## config.mk

```make
export PLATFORM = sky130hd
export DESIGN_NAME = spi_fb_loader
export DESIGN_NICKNAME = d
export VERILOG_FILES = /design/src/rtl/spi_fb_loader.sv
export SDC_FILE = /design/constraint.sdc
export NUM_CORES = 1
export LEC_CHECK = 0
export CAP_MARGIN = 20
export CELL_PAD_IN_SITES_DETAIL_PLACEMENT = 1
export CELL_PAD_IN_SITES_GLOBAL_PLACEMENT = 1
export CORE_MARGIN = 3
export CORE_UTILIZATION = 23
export DETAILED_ROUTE_END_ITERATION = 7
export PLACE_DENSITY_LB_ADDON = 0.1
export SETUP_SLACK_MARGIN = 0.5
export SLEW_MARGIN = 20
export SYNTH_ARGS = -nofsm -noshare
export SYNTH_HDL_FRONTEND = slang
export SYNTH_SLANG_ARGS = --single-unit
```

## constraint.sdc

```tcl
create_clock -name clk -period 2.65 [get_ports clk]
set_input_delay 0.53 -clock clk [delete_from_list [all_inputs] [get_ports clk]]
set_output_delay 0.53 -clock clk [all_outputs]
set_load 0.005 [all_outputs]
```

## src/rtl/spi_fb_loader.sv

```systemverilog
// spi_fb_loader: decodes received SPI command bytes (set address, burst write,
// fill) into single-cycle framebuffer writes with an auto-incrementing pointer.
module spi_fb_loader #(
  parameter int unsigned ADDR_W   = 16,
  parameter int unsigned FB_DEPTH = 9600,
  parameter int unsigned TIMEOUT  = 100000
) (
  input  logic              clk,
  input  logic              rst_n,
  input  logic [7:0]        rx_byte,
  input  logic              rx_valid,
  output logic              fb_we,
  output logic [ADDR_W-1:0] fb_wad,
  output logic [7:0]        fb_din,
  output logic              busy,
  output logic              err,
  output logic [7:0]        status
);
  localparam int unsigned       TMO_W     = $clog2(TIMEOUT + 1);
  localparam logic [ADDR_W-1:0] LAST_ADDR = ADDR_W'(FB_DEPTH - 1);

  typedef enum logic [2:0] {
    IDLE     = 3'd0,
    ADDR_HI  = 3'd1,
    ADDR_LO  = 3'd2,
    LEN      = 3'd3,
    DATA     = 3'd4,
    FILL_VAL = 3'd5,
    FILL     = 3'd6
  } state_t;

  state_t            state, state_n;
  logic [ADDR_W-1:0] ptr, ptr_n, wad_n, ptr_inc, addr_val;
  logic [7:0]        addr_hi, addr_hi_n, fill_val, fill_val_n, din_n;
  logic [8:0]        count, count_n;
  logic [TMO_W-1:0]  tmo_cnt, tmo_n;
  logic              we_n, busy_n, err_n;
  logic              counting, expired;

  assign ptr_inc  = (ptr == LAST_ADDR) ? '0 : ptr + ADDR_W'(1);
  assign addr_val = ADDR_W'({addr_hi, rx_byte});
  assign counting = state inside {ADDR_HI, ADDR_LO, LEN, DATA, FILL_VAL};
  assign expired  = counting && !rx_valid && (tmo_cnt == TMO_W'(TIMEOUT - 1));
  assign status   = {busy, err, 3'b000, state};

  always_comb begin
    state_n    = state;
    ptr_n      = ptr;
    addr_hi_n  = addr_hi;
    fill_val_n = fill_val;
    count_n    = count;
    we_n       = 1'b0;
    wad_n      = fb_wad;
    din_n      = fb_din;
    busy_n     = busy;
    err_n      = err;
    if (rx_valid || !counting) tmo_n = '0;
    else                       tmo_n = tmo_cnt + TMO_W'(1);

    unique case (state)
      IDLE: if (rx_valid) begin
        case (rx_byte)
          8'hA0:   begin state_n = ADDR_HI;  err_n = 1'b0; end
          8'hB0:   begin state_n = LEN;      err_n = 1'b0; end
          8'hC0:   begin state_n = FILL_VAL; err_n = 1'b0; end
          8'h00:   err_n = 1'b0;
          default: err_n = 1'b1;
        endcase
      end
      ADDR_HI: if (rx_valid) begin
        addr_hi_n = rx_byte;
        state_n   = ADDR_LO;
      end
      ADDR_LO: if (rx_valid) begin
        if (32'(addr_val) >= FB_DEPTH) begin
          ptr_n = '0;
          err_n = 1'b1;
        end else begin
          ptr_n = addr_val;
        end
        state_n = IDLE;
      end
      LEN: if (rx_valid) begin
        count_n = (rx_byte == 8'h00) ? 9'd256 : {1'b0, rx_byte};
        state_n = DATA;
      end
      DATA: if (rx_valid) begin
        we_n    = 1'b1;
        wad_n   = ptr;
        din_n   = rx_byte;
        ptr_n   = ptr_inc;
        count_n = count - 9'd1;
        if (count == 9'd1) state_n = IDLE;
      end
      FILL_VAL: if (rx_valid) begin
        fill_val_n = rx_byte;
        ptr_n      = '0;
        busy_n     = 1'b1;
        state_n    = FILL;
      end
      FILL: begin
        we_n  = 1'b1;
        wad_n = ptr;
        din_n = fill_val;
        ptr_n = ptr_inc;
        if (rx_valid) err_n = 1'b1;
        if (ptr == LAST_ADDR) begin
          ptr_n   = '0;
          busy_n  = 1'b0;
          state_n = IDLE;
        end
      end
      default: begin
        state_n = IDLE;
        busy_n  = 1'b0;
      end
    endcase

    // Abandoning a partial command: address halves latched so far are never committed.
    if (expired) begin
      state_n = IDLE;
      err_n   = 1'b1;
      tmo_n   = '0;
    end
  end

  always_ff @(posedge clk or negedge rst_n) begin
    if (!rst_n) begin
      state    <= IDLE;
      ptr      <= '0;
      addr_hi  <= '0;
      fill_val <= '0;
      count    <= '0;
      tmo_cnt  <= '0;
      fb_we    <= 1'b0;
      fb_wad   <= '0;
      fb_din   <= '0;
      busy     <= 1'b0;
      err      <= 1'b0;
    end else begin
      state    <= state_n;
      ptr      <= ptr_n;
      addr_hi  <= addr_hi_n;
      fill_val <= fill_val_n;
      count    <= count_n;
      tmo_cnt  <= tmo_n;
      fb_we    <= we_n;
      fb_wad   <= wad_n;
      fb_din   <= din_n;
      busy     <= busy_n;
      err      <= err_n;
    end
  end
endmodule
```

Yosys cells after proc, flatten, opt, wreduce, memory -nomap -nowiden

Index checks and enable logic that the tools add are counted.
Widths: inputs -> output; s select.

$add $sub $neg: 3
Magnitude comparators: 1
Equal/unequal tests: 28
Multiplexer cells: 39
Bitwise gates (word level): 1
Reduce and logical (&&, ||, !) cells: 22

Operators with widths:

| kind                  | count |
|---|---|
| $mux 16               | 7 |
| $pmux 16 s4           | 1 |
| $mux 17               | 2 |
| $pmux 16 s2           | 1 |
| $mux 3                | 9 |
| $mux 9                | 3 |
| $eq 8x8->1 const B    | 3 |
| $ne 3x3->1 const B    | 8 |
| $pmux 3 s7            | 1 |
| $pmux 9 s2            | 1 |
| $add 17x1->17 const B | 1 |
| $eq 17x17->1 const B  | 1 |
| $add 16x1->16 const B | 1 |
| $eq 16x14->1 const B  | 1 |
| $ge 16x14->1 const B  | 1 |
| $pmux 8 s2            | 1 |
| $ne 2x2->1 const B    | 5 |
| $eq 3x3->1 const B    | 3 |
| $eq 9x1->1 const B    | 1 |
| $pmux 3 s3            | 1 |
| $reduce_and 9->1      | 1 |
| $sub 9x1->9 const B   | 1 |
| $logic_not 8->1       | 1 |
| $mux 1                | 8 |
| other kinds (21)      | 31 |

Register bits after elaboration: 88
Input bits: 11
Output and inout bits: 35
Logic and storage cells: 105

Depth between registers and ports, before layout

Word-level depth: 6
Gate-level depth with buffers: 8
Gate-level depth less buffers: 6

Worst setup path after synthesis

Ideal clock, no wire load.

Path type: in2reg
Start: input rx_valid
End: register fb_wad[10]
Library setup time: 0.125 ns
Data arrival time: 1.770 ns
Data required time: 2.525 ns
Slack: 0.755 ns
Stages: 6
Buffers on the path: 2
Cell sequence: buf_2 -> o21bai_1 -> mux2i_4 -> nand2_2 -> buf_2 -> mux2_2

Word-level cells in the longest chain between the ends: 2

Ends and longest elaborated chain:

| item                              | RTL line | text |
|---|---|---|
| start: declaration                | 11       | `input logic rx_valid,` |
| $ne 2x2->1 (no source line)       | -        |  |
| $reduce_and 2->1 (no source line) | -        |  |
| end signal: assignment            | 148      | `fb_wad <= wad_n;` |
| end: declaration                  | 13       | `output logic [ADDR_W-1:0] fb_wad,` |

No other way between the ends.
A chain may end at the register's enable or synchronous reset.

Worst setup path in the final report

Start: register state[2]
End: register state[2]

Word-level cells in the longest chain between the ends: 6
Elaborated cells on any way between the ends: 22
Classes of those cells: eq/ne (15); mux (2); reduce/logical (5)

Ends and longest elaborated chain:

| item                                                      | RTL line | text |
|---|---|---|
| start: declaration                                        | 32       | `state_t state, state_n;` |
| start signal: assignment                                  | 141      | `state <= state_n;` |
| $eq 3x1->1, or another cell as far along                  | 42, 60   |  |
| $reduce_bool 5->1                                         | 42       | `assign counting = state inside {ADDR_HI, ADDR_LO, LEN, DATA, FILL_VAL};` |
| $logic_and 1x1->1 (2 in series)                           | 43       | `assign expired = counting && !rx_valid && (tmo_cnt == TMO_W'(TIMEOUT - 1));` |
| $ne 5x2->1 (no source line), or another cell as far along | -        |  |
| $reduce_and 9->1 (no source line)                         | -        |  |

Parallel ways exist; a longest one is shown, timed or not.

==> flow_summary.toml <==
[drt]
routedWlPerCell_um = 18.0
drtAntennaViolNets = 0
routed_wl_um = 14000
viasPerCell = 4.79
drtIter0Drc = 143
vias = 3725
dr.pass1.iters = 4
drc_errors = 0

[worst_hold_path]
hold_class = "input port to async pin"

[setup_path]
critPathKind = "flop to flop"
cp_data_required_time_ns = 2.88
reg2reg_slack_ns = 0.57
path_cells = "nor2b_1 -> buf_4 -> nand2_8 -> or2_4 -> and3_1 -> o31a_1"
cp.arrival_ns = 2.31
critPathCaptureType = "flop"
cp_slowest_cell = "dfrtp_2"
cp-start-kind = "flop"
slowest_delay_ns = 0.52
cp_max_fo = 12

[grt]
grt_max_degree = 59
grt_pass1_vias = 3921
overflow = 0
antenna_found_initial = 0
grt_pass1_wl_um = 22800
grt_usage_pct = 13.3

[timing]
setup_violations = 0
tns_ns = 0
rsz0062_at_grt = "yes"
relSlewSlack_pct = 45.6
tightest_slew_ns = 0.816
report.final.hold_viol_count = 0
period_needed_ns = 2.08
fin_crit_sh_pct = 78.4
fmax_mhz = 481
drv_slew = 0
fin_skew_ns = 0.00679

[finish]
layout_common_cells = "dfrtp_1 (85), nor2_1 (44), clkdlybuf4s50_1 (41)"
nFillCells = 2255
multi_input_area_um2 = 2310
antenna_cells = 0
final_layout_size_suffix_gt1_share_pct = 19.5
ff_latch_area_um2 = 2210
area_growth_pct = 26.4
fin_cells = 777
layout_commonest_cell = "dfrtp_1"
nNetsFinal = 522

[yosys]
yosys_warnings = 0
syn-cell-area_um2 = 4620
ys_async_sr_fraction_pct = 100
ys_types = 71
synth_flop_cell = "dfrtp_1"
ys_seq_area_share_pct = 47.7
syn-instance-count = 448
synth_edf_count = 0
avgSynthCellArea_um2 = 10.3
ys_seq_elements = 88

[floorplanning]
die_x_um = 148
num_io_pins = 46
core_area_um2 = 19600
die_h_um = 148
num_rows = 51
start_util_pct = 23.6
die-area_um2 = 21800

[clocking]
cts_tree = "yes"
cts_max_path_buffers = 2
numClockSinks = 88
clkSlewWorstSetupHoldPaths_ns = 0.07
insertion_delay_ns = 0.35
clockRootBuffer = "clkbuf_16"
hold_buffers = 0
cts_buffers = 9
htree_num_levels = 3

[power_and_ir_drop]
fin_total_pwr_mw = 3.22
p_comb_share_pct = 11.1
pwr-share-clk_pct = 41.4
swShare_pct = 26.9
vdd_ir_drop_max_mv = 0.271
powerDensity_nw_per_um2 = 552
p_int_mw = 2.36
netSwitchingPower_mw = 0.866
sequentialPowerShare_pct = 47.5
p_leak_nw = 2.48

[placed_design]
port_buffers = 42
dp_hpwl_um = 10100
dp_cells = 759
gp_congestion = 0.740

[run_status]
status = "finished, final reports clean"

[run]
maxCapViolCount = 0
[final timing paths]
path / start / end / cells past startpoint
worst min register to register: tmo_cnt[0]$_DFF_PN0_ / tmo_cnt[0]$_DFF_PN0_ / 1
max in group asynchronous: rst_n / ptr[12]$_DFFE_PN0P_ / 2
worst max-delay path: state[2]$_DFFE_PN0P_ / state[2]$_DFFE_PN0P_ / 6
worst max register to register: state[2]$_DFFE_PN0P_ / state[2]$_DFFE_PN0P_ / 6
min in group clk: tmo_cnt[0]$_DFF_PN0_ / tmo_cnt[0]$_DFF_PN0_ / 1
worst min-delay path: rst_n / fb_we$_DFF_PN0_ / 1
[repair_timing]
item / in CTS / in global routing
setup buffers: 1 / 1
resized for setup: 4 / 9
endpoints found under the setup margin: 15 / 16
endpoints found under the hold margin: 0 / 0
pin swaps: 1 / 1
[stage by stage]
stage,hold WS (ns),utilization [%],cell area (um^2),worst slack (ns)
floorplan,0.234,-,4620,0.755
global placement,0.474,27.9,5460,0.248
detailed placement,0.479,27.9,5460,0.211
global route,0.327,29.8,5830,0.480
CTS,0.317,29.5,5780,0.504
finish,0.264,29.8,5830,0.572
[metal layers]
metal / track usage, % / vias to the layer above / share of wire [%]
li1: - / 1751 / -
met1: 18.6 / 1912 / 49
met2: 21.0 / 50 / 47
met3: 2.15 / 12 / 2.5
met4: 4.71 / 0 / 1.4
met5: 0 / - / 0
[power groups by stage]
stage	Clock (mW)	Sequential [mW]	Combinational [mW]
finish	1.34	1.53	0.357
global route	1.46	1.55	0.400
detailed placement	0	1.55	0.356
CTS	1.39	1.53	0.360
global placement	0	1.55	0.351
floorplan	0	1.51	0.202
[flip-flops by register name, summed over array words and instances, names as in the netlist, 3 cells and up]
name / cells
fb_wad: 16
state: 3
addr_hi: 8
fb_din: 8
fill_val: 8
count: 9
ptr: 16
tmo_cnt: 17
[cell families after synthesis]
logic type,Yosys count,share of synthesized area (%)
flops,88,47.7
xor+xnor,13,2.47
fa+ha+maj,4,1.08
compound gates,98,13.9
mux,44,10.7
simple gates,166,20.3
buf+inv,34,3.69
other cells,1,0.0812
[critical path, delay by kind of cell (launching register included)]
family,cells,cell delay [ns]
compound gates,1,0.29
buf+inv,1,0.22
flops,1,0.52
simple gates,4,0.94
[synthesized netlist by cell type, drive strengths merged, types with 10 or more instances]
| master | number | share of area (%) |
|---|---|---|
| nand2 | 36 | 3.4 |
| nor2 | 46 | 4.0 |
| dfrtp | 88 | 48 |
| mux2 | 33 | 8.1 |
| mux2i | 11 | 2.7 |
| nor3 | 10 | 1.1 |
| buf | 18 | 2.4 |
| a21oi | 27 | 2.9 |
| nor4 | 10 | 1.8 |
| inv | 10 | 0.81 |
| o21ai | 27 | 2.9 |
| nand3 | 14 | 1.5 |
[final cells by class]
class	count	area share (%)
clock inverters	3	0.686
clock buffers	13	4.46
flip-flops and latches	88	37.8
well taps	265	5.68
inverters	10	0.643
repair buffers	70	11.2
multi-input cells	328	39.5
(Power assumes the default switching activity.)
